`src/rtl/bus_seq.sv`:
```
// Bus M-cycle sequencer: one request per M-cycle of TCYC T-states, wait states via ready, timeout after MAX_WAIT.
// Latency: TCYC+N clocks per M-cycle (N wait states); rsp_valid pulses on the clock after the completing edge.
// Backpressure: requests are taken only in T-state 0 (req_ready); ready=0 in the last T-state stalls the cycle.
module bus_seq #(
    parameter int AW       = 16,
    parameter int DW       = 8,
    parameter int TCYC     = 4,
    parameter int MAX_WAIT = 15
) (
    input  logic                    clk,
    input  logic                    rst,
    input  logic                    req_valid,
    input  logic [1:0]              req_op,
    input  logic [AW-1:0]           req_addr,
    input  logic [DW-1:0]           req_wdata,
    output logic                    req_ready,
    output logic [AW-1:0]           a,
    output logic [DW-1:0]           dout,
    input  logic [DW-1:0]           din,
    output logic                    rd,
    output logic                    wr,
    output logic                    phi,
    input  logic                    ready,
    output logic [DW-1:0]           opcode,
    output logic [DW-1:0]           rdata,
    output logic                    rsp_valid,
    output logic                    rsp_err,
    output logic [$clog2(TCYC)-1:0] tstate
);
    localparam int              TW        = $clog2(TCYC);
    localparam logic [TW-1:0]   T_LAST    = TW'(TCYC - 1);
    localparam logic [TW-1:0]   T_PHI_END = TW'(TCYC / 2);
    localparam logic [7:0]      WAIT_MAX  = 8'(MAX_WAIT);

    typedef enum logic [1:0] {
        OP_IDLE  = 2'b00,
        OP_FETCH = 2'b01,
        OP_WRITE = 2'b10,
        OP_READ  = 2'b11
    } op_t;

    op_t            op_q, op_n, in_op;
    logic [DW-1:0]  wdata_q, wdata_n;
    logic [7:0]     wait_q, wait_n;
    logic [TW-1:0]  tstate_n, ts_inc;
    logic [AW-1:0]  a_n;
    logic [DW-1:0]  dout_n, opcode_n, rdata_n;
    logic           rd_n, wr_n, phi_n, rsp_valid_n, rsp_err_n;
    logic           done, tmo;

    assign req_ready = (tstate == '0);
    assign in_op     = req_valid ? op_t'(req_op) : OP_IDLE;
    assign ts_inc    = tstate + TW'(1);
    // An idle M-cycle never waits; a stall at the wait limit ends the cycle as a timeout.
    assign done      = (op_q == OP_IDLE) || ready;
    assign tmo       = !done && (wait_q == WAIT_MAX);

    always_comb begin
        op_n        = op_q;
        wdata_n     = wdata_q;
        wait_n      = wait_q;
        tstate_n    = tstate;
        a_n         = a;
        dout_n      = dout;
        rd_n        = rd;
        wr_n        = wr;
        phi_n       = phi;
        opcode_n    = opcode;
        rdata_n     = rdata;
        rsp_valid_n = 1'b0;
        rsp_err_n   = 1'b0;

        if (tstate == '0) begin
            op_n     = in_op;
            if (req_valid) begin
                wdata_n = req_wdata;
            end
            wait_n   = '0;
            tstate_n = TW'(1);
            phi_n    = 1'b1;
            wr_n     = 1'b0;
            rd_n     = (in_op == OP_FETCH) || (in_op == OP_READ);
            if (in_op != OP_IDLE) begin
                a_n = req_addr;
            end
        end else if (tstate == T_LAST) begin
            if (done || tmo) begin
                tstate_n = '0;
                rd_n     = 1'b0;
                wr_n     = 1'b0;
                dout_n   = '0;
                phi_n    = 1'b0;
                if (done && (op_q == OP_FETCH)) begin
                    opcode_n = din;
                end
                if (done && (op_q == OP_READ)) begin
                    rdata_n = din;
                end
                if (op_q != OP_IDLE) begin
                    rsp_valid_n = 1'b1;
                    rsp_err_n   = tmo;
                end
            end else begin
                wait_n = wait_q + 8'd1;
            end
        end else begin
            tstate_n = ts_inc;
            phi_n    = (ts_inc <= T_PHI_END);
            if ((ts_inc == T_LAST) && (op_q == OP_WRITE)) begin
                wr_n   = 1'b1;
                dout_n = wdata_q;
            end
        end
    end

    always_ff @(posedge clk) begin
        if (rst) begin
            op_q      <= OP_IDLE;
            wdata_q   <= '0;
            wait_q    <= '0;
            tstate    <= '0;
            a         <= '0;
            dout      <= '0;
            rd        <= 1'b0;
            wr        <= 1'b0;
            phi       <= 1'b0;
            opcode    <= '0;
            rdata     <= '0;
            rsp_valid <= 1'b0;
            rsp_err   <= 1'b0;
        end else begin
            op_q      <= op_n;
            wdata_q   <= wdata_n;
            wait_q    <= wait_n;
            tstate    <= tstate_n;
            a         <= a_n;
            dout      <= dout_n;
            rd        <= rd_n;
            wr        <= wr_n;
            phi       <= phi_n;
            opcode    <= opcode_n;
            rdata     <= rdata_n;
            rsp_valid <= rsp_valid_n;
            rsp_err   <= rsp_err_n;
        end
    end
endmodule

```
`config.mk`:
```
export PLATFORM = sky130hd
export DESIGN_NAME = bus_seq
export DESIGN_NICKNAME = d
export VERILOG_FILES = /design/src/rtl/bus_seq.sv
export SDC_FILE = /design/constraint.sdc
export NUM_CORES = 1
export LEC_CHECK = 0
export CORE_MARGIN = 2
export CORE_UTILIZATION = 35
export CTS_BUF_LIST = sky130_fd_sc_hd__clkbuf_2 sky130_fd_sc_hd__clkbuf_4 sky130_fd_sc_hd__clkbuf_8
export DETAILED_ROUTE_END_ITERATION = 10
export GPL_ROUTABILITY_DRIVEN = 0
export PLACE_DENSITY_LB_ADDON = 0.08
export SLEW_MARGIN = 20
export SYNTH_ARGS = -nofsm -noshare
export SYNTH_HDL_FRONTEND = slang
export SYNTH_SLANG_ARGS = --single-unit
```
`constraint.sdc`:
```
create_clock -name clk -period 3.48 [get_ports clk]
set_input_delay 0.696 -clock clk [delete_from_list [all_inputs] [get_ports clk]]
set_output_delay 0.696 -clock clk [all_outputs]
set_load 0.02 [all_outputs]
```
# Yosys cells after proc, flatten, opt, wreduce, memory -nomap -nowiden
# Cells that the tools add are included.
[classes]
n_addsub = 2
n_lt_le_gt_ge = 1
n_eq_ne = 10
mux = 15
n_bitwise = 4
n_reduce_logical = 26
[op_table]
columns = ["operator", "n"]
rows = [
  ["8-bit two-way mux", 3],
  ["2-bit equality test (second input constant)", 5],
  ["2-bit AND reduction", 5],
  ["2-bit nonzero test", 5],
  ["1-bit two-way mux", 9],
  ["8-bit by 1-bit adder with 8-bit output (second input constant)", 1],
  ["8-bit by 4-bit equality test with 1-bit output (second input constant)", 1],
  ["4-bit AND reduction", 2],
  ["2-bit two-way mux", 3],
  ["5-bit OR reduction", 1],
  ["2-bit by 1-bit equality test with 1-bit output (second input constant)", 2],
  ["1-bit logical AND", 4],
  ["2-bit logical NOT", 2],
  ["1-bit inverter", 4],
  ["4-bit OR reduction", 1],
  ["1-bit logical OR", 3],
  ["3-bit by 2-bit != test with 1-bit output (second input constant)", 1],
  ["3-bit AND reduction", 1],
  ["2-bit by 1-bit adder with 2-bit output (second input constant)", 1],
  ["2-bit less-or-equal comparator (second input constant)", 1],
  ["2-bit by 1-bit != test with 1-bit output (second input constant)", 1],
  ["2-bit OR reduction", 1],
  ["1-bit logical NOT", 1],
]
[word_totals]
register_bits = 65
in_bits = 38
out_inout_bits = 48
word_cells = 72

# Logic depth before layout (Yosys ltp)
[logic_depth]
ltp_word = 8
depth_mapped = 8
ltp_nobuf = 6

# Worst setup path before layout
# No wires, ideal clock.
[synth_path]
path_kind = "register to register"
start = "register tstate[0]"
end = "register a[0]"
setup_ns = 0.070
arrival_ns = 1.960
required_ns = 3.410
slack_ns = 1.450
path_stages_with_launch = 9
n_path_buf = 2
period_less_slack_ns = 2.030
path_cell_list = "dfxtp_1 > inv_1 > ha_1 > and2_1 > clkbuf_1 > o21ai_1 > clkbuf_1 > nand2_1 > a21oi_1"
[synth_via]
elab_chain_len = 2
[synth_lines]
columns = ["element", "line_no", "rtl"]
rows = [
  ["start, declared", "28", "output logic [$clog2(TCYC)-1:0] tstate"],
  ["start signal, assigned", "135", "tstate <= tstate_n;"],
  ["2-bit logical NOT", "--", ""],
  ["named net req_ready", "16", "output logic req_ready,"],
  ["2-bit AND reduction (no line)", "--", ""],
  ["end signal, assigned", "136", "a <= a_n;"],
  ["end, declared", "17", "output logic [AW-1:0] a,"],
]
# The timed path passes the listed nets, and every way through them passes these cells.
# A chain may end at the register's enable or synchronous reset.

# Final worst setup path
[layout_path]
start = "register tstate[0]"
end = "output port req_ready"
[layout_via]
elab_chain_len = 1
[layout_lines]
columns = ["element", "line_no", "rtl"]
rows = [
  ["2-bit logical NOT", "51", "assign req_ready = (tstate == '0);"],
  ["end, declared", "16", ""],
]
# No other way between the ends.

==> summary.txt <==
Setup path
  • Worst stage delay on the critical path: 0.70 ns
  • Setup slack on the worst flop-to-flop path: 1.34 ns
  • Worst EP required: 2.78 ns
  • Largest driver fanout on the critical path: 12
  • Levels on crit path: 3
  • Critical Path Source: tstate[0]
  • Endpoint of the most critical register-to-register path: dout[1]
  • Path type of the worst setup path: flip-flop to output pin
  • Critical-path cell list: inv_1 > ha_1 > clkdlybuf4s50_1
  • Bufs and invs on worst path: 2
  • Delay-heaviest family, CP: buffers and inverters
  • Worst R2R Path Depth: 5
  • Data arrival time of the critical path: 1.97 ns
  • Capturing element of the worst setup path: req_ready
  • Endpoint kind of the worst setup timing path: output pin
  • CP startpoint kind: flip-flop
  • Start of the worst register-to-register path: tstate[1]
  • Max stage delay cell, worst path: sky130_fd_sc_hd__clkdlybuf4s50_1

Timing
  • Shortest period the worst path allows: 2.67 ns
  • Final Cycle Share: 76.7%
  • Final setup viols: 0
  • Unrepaired setup endpoints after global routing: no
  • FMAX: 375 MHz
  • Worst slew margin: 55.4%
  • Setup TNS: 0 ns
  • Number of hold-slack violations in the final timing report: 0
  • Max-slew violation total from the final report: 0
  • Worst Max-Slew Pin Slew: 0.669 ns
  • Final clock skew: 0.0109 ns

Clocking
  • Clock-pin slew of the registers on the worst-case setup and hold paths: 0.07 ns
  • Number of sinks handled by clock tree synthesis: 65
  • Hold-fix buffer count after cts: 0
  • Clock tree from TritonCTS: built
  • Number of buffers inserted during clock tree synthesis: 9
  • Setup Fix Bufs, Post-CTS: 0
  • Clock insertion delay at the later pin of the skew report: 0.34 ns
  • Cell at the root of the clock tree: sky130_fd_sc_hd__clkbuf_8
  • Number of instances resized during post-cts repair: 0
  • Max Buffers Root-to-Sink: 2
  • CTS H-Tree Depth: 3

Yosys
  • Synth Warn #: 0
  • Number of distinct library cells after synthesis: 34
  • Yosys reg bits: 65
  • Area share of the leading cell type in the synthesized netlist: 51.4%
  • Cell types occupying the most area after synthesis: sky130_fd_sc_hd__dfxtp_1 (51%), sky130_fd_sc_hd__nand2_1 (15%), sky130_fd_sc_hd__a21oi_1 (12%)
  • Post-synthesis async set-or-reset flop share: 0%
  • Post-synthesis instance area: 0.00253 mm2
  • Synth Net Count: 352
  • Count of flip-flops with a built-in enable after synthesis: 0
  • Commonest register cell after synthesis: sky130_fd_sc_hd__dfxtp_1
  • Most area-hungry cell type in the Yosys netlist: sky130_fd_sc_hd__dfxtp_1
  • Synthesized instance count: 309
  • Sequential share of the synthesized area: 51.4%
  • Average cell area after synthesis: 8.20 um2

Run status
  • Outcome: finished, final reports clean

Pwr
  • Worst-case vdd ir drop: 0.201 mV
  • Portion of total power attributed to sequential cells: 46.9%
  • Power per cell area: 454 mW/mm2
  • Cell-internal power: 1.26 mW
  • Switching Fraction: 24.2%
  • Share of power burned in combinational logic: 11.2%
  • Clock network fraction of design power: 41.9%
  • Leakage Power: 1.23 nW
  • Net switching power: 402 uW

Global routing
  • Pin count of the biggest net entering global routing: 31
  • Initial antenna violation count: 0
  • Vias in the first global route: 2022
  • Global Route met3 Usage: 3.51%
  • Global routing usage summed across all routing layers: 16.1%
  • Met1 track utilization from global routing: 22.9%
  • Met2 track demand over resource: 23.5%
  • First-pass GRT wire length: 9760 um
  • Global route hottest layer: met2
  • Total congestion overflow after global routing: 0

Job
  • Max-Cap Viols: 0

Cells and area
  • Commonest cells after routing, fill and taps aside: sky130_fd_sc_hd__nand2_1 (101), sky130_fd_sc_hd__clkdlybuf4s50_1 (84), sky130_fd_sc_hd__dfxtp_1 (65)
  • Finished Core Util: 51.3%
  • Layout cells sized above 1: 6.55%
  • Synth-to-Final Area Change: 44.7%
  • Design area: 0.00366 mm2
  • Final Net Count: 435
  • Antenna cells: 0
  • Most common library cell in the layout ignoring fill and taps: sky130_fd_sc_hd__nand2_1

Floorplan
  • DIE HEIGHT: 89.1 um
  • Horiz. Die Dim: 89.1 um
  • Starting density of the core: 35.5%
  • Die area: 0.00793 mm2
  • Core ar.: 0.00714 mm2
  • I/O pin count: 86
  • Total number of placement rows: 31

Min path
  • Path type of the worst min-delay path: flip-flop to flip-flop

Route
  • Count of vias placed by the detailed router: 2339
  • Iteration-0 DRC Markers: 76
  • DRT Pass-1 Iters: 4
  • Number of DRC violations after detailed routing: 0
  • Number of routed nets with antenna violations: 0
  • Total wire length: 6320 um
  • Vias per Instance: 4.72
  • Average wire length per cell after detail routing: 12.7 um

Placed design
  • Post-detailed-placement half-perimeter wirelength: 4230 um
  • Cell Area, Placed: 0.00345 mm2
  • Port-buffer cells: 85
[power groups by stage]
stage                     Sequential, mW  Combinational, mW  Clock, mW
after floorplan                    0.814             0.0748          0
after global placement             0.798              0.186          0
after detailed placement           0.798              0.187          0
after CTS                          0.781              0.188      0.711
after global routing               0.784              0.204      0.747
final                              0.781              0.187      0.697
[cell type report]
type,count,area [um2]
Multi-Input combinational cell,224,1140
Tap cell,99,124
Clock buffer,10,131
Clock inverter,6,82.6
Timing Repair Buffer,87,861
Sequential cell,65,1300
Inverter,5,18.8
Fill cell,732,3470
[how the worst min path moves through the flow]
stage                     startpoint         end  depth (start not counted)
after global routing           a[11]       a[11]                          2
after detailed placement    rdata[4]    rdata[4]                          2
final                       rdata[4]    rdata[4]                          2
after global placement         a[10]       a[10]                          2
after CTS                   rdata[4]    rdata[4]                          2
after floorplan           wdata_q[0]  wdata_q[0]                          2
[worst register-to-register path, cell delays in order (launching register included)]
cell and delay (ns):
sky130_fd_sc_hd__dfxtp_1 0.37, sky130_fd_sc_hd__ha_1 0.37, sky130_fd_sc_hd__nand4bb_2 0.39, sky130_fd_sc_hd__nor3_4 0.51, sky130_fd_sc_hd__a21oi_1 0.14, sky130_fd_sc_hd__a311oi_1 0.27
[stage by stage]
step,hold WS [ns],std cells,setup WS [ns],power [mW]
floorplan,0.450,309,1.45,0.888
global placement,0.441,480,1.04,0.984
detailed placement,0.445,480,1.00,0.985
CTS,0.456,496,0.789,1.68
global route,0.479,496,0.724,1.73
finish,0.452,496,0.811,1.66
[logic make-up after synthesis]
| family | after synthesis | synth area share (%) |
|---|---|---|
| AOI/OAI and AO/OA | 84 | 19.0 |
| xor gates and xnor gates | 2 | 0.692 |
| adders and majority gates | 5 | 2.47 |
| buffers and inverters | 20 | 3.56 |
| DFF | 65 | 51.4 |
| and+or+nand+nor | 133 | 22.9 |
[routing by layer]
layer / wire length, um / vias up
met3: 384 / 10
met1: 3130 / 1048
met5: 0 / -
met4: 121 / 0
met2: 2680 / 67
li1: - / 1214
[sequential cells by signal, indices dropped and copies added, names as in the netlist]
name	flops
a	16
dout	8
op_q	2
opcode	8
phi	1
rd	1
rdata	8
rsp_err	1
rsp_valid	1
tstate	2
wait_q	8
wdata_q	8
wr	1
[Yosys cell counts (2+ instances only)]
| library cell | n |
|---|---|
| sky130_fd_sc_hd__o21ai_1 | 2 |
| sky130_fd_sc_hd__xnor2_1 | 2 |
| sky130_fd_sc_hd__dfxtp_1 | 65 |
| sky130_fd_sc_hd__o31ai_1 | 2 |
| sky130_fd_sc_hd__buf_2 | 3 |
| sky130_fd_sc_hd__nor2_1 | 9 |
| sky130_fd_sc_hd__or4_1 | 3 |
| sky130_fd_sc_hd__a21oi_1 | 63 |
| sky130_fd_sc_hd__ha_1 | 5 |
| sky130_fd_sc_hd__o21a_1 | 2 |
| sky130_fd_sc_hd__nand3_1 | 4 |
| sky130_fd_sc_hd__nand4_1 | 2 |
| sky130_fd_sc_hd__o21ai_0 | 3 |
| sky130_fd_sc_hd__nand2_1 | 101 |
| sky130_fd_sc_hd__inv_1 | 5 |
| sky130_fd_sc_hd__clkbuf_1 | 9 |
| sky130_fd_sc_hd__or3_1 | 2 |
| sky130_fd_sc_hd__nor4_1 | 2 |
| sky130_fd_sc_hd__nand2b_1 | 3 |
| sky130_fd_sc_hd__a311oi_1 | 8 |
Power figures use the tool's default switching activity.
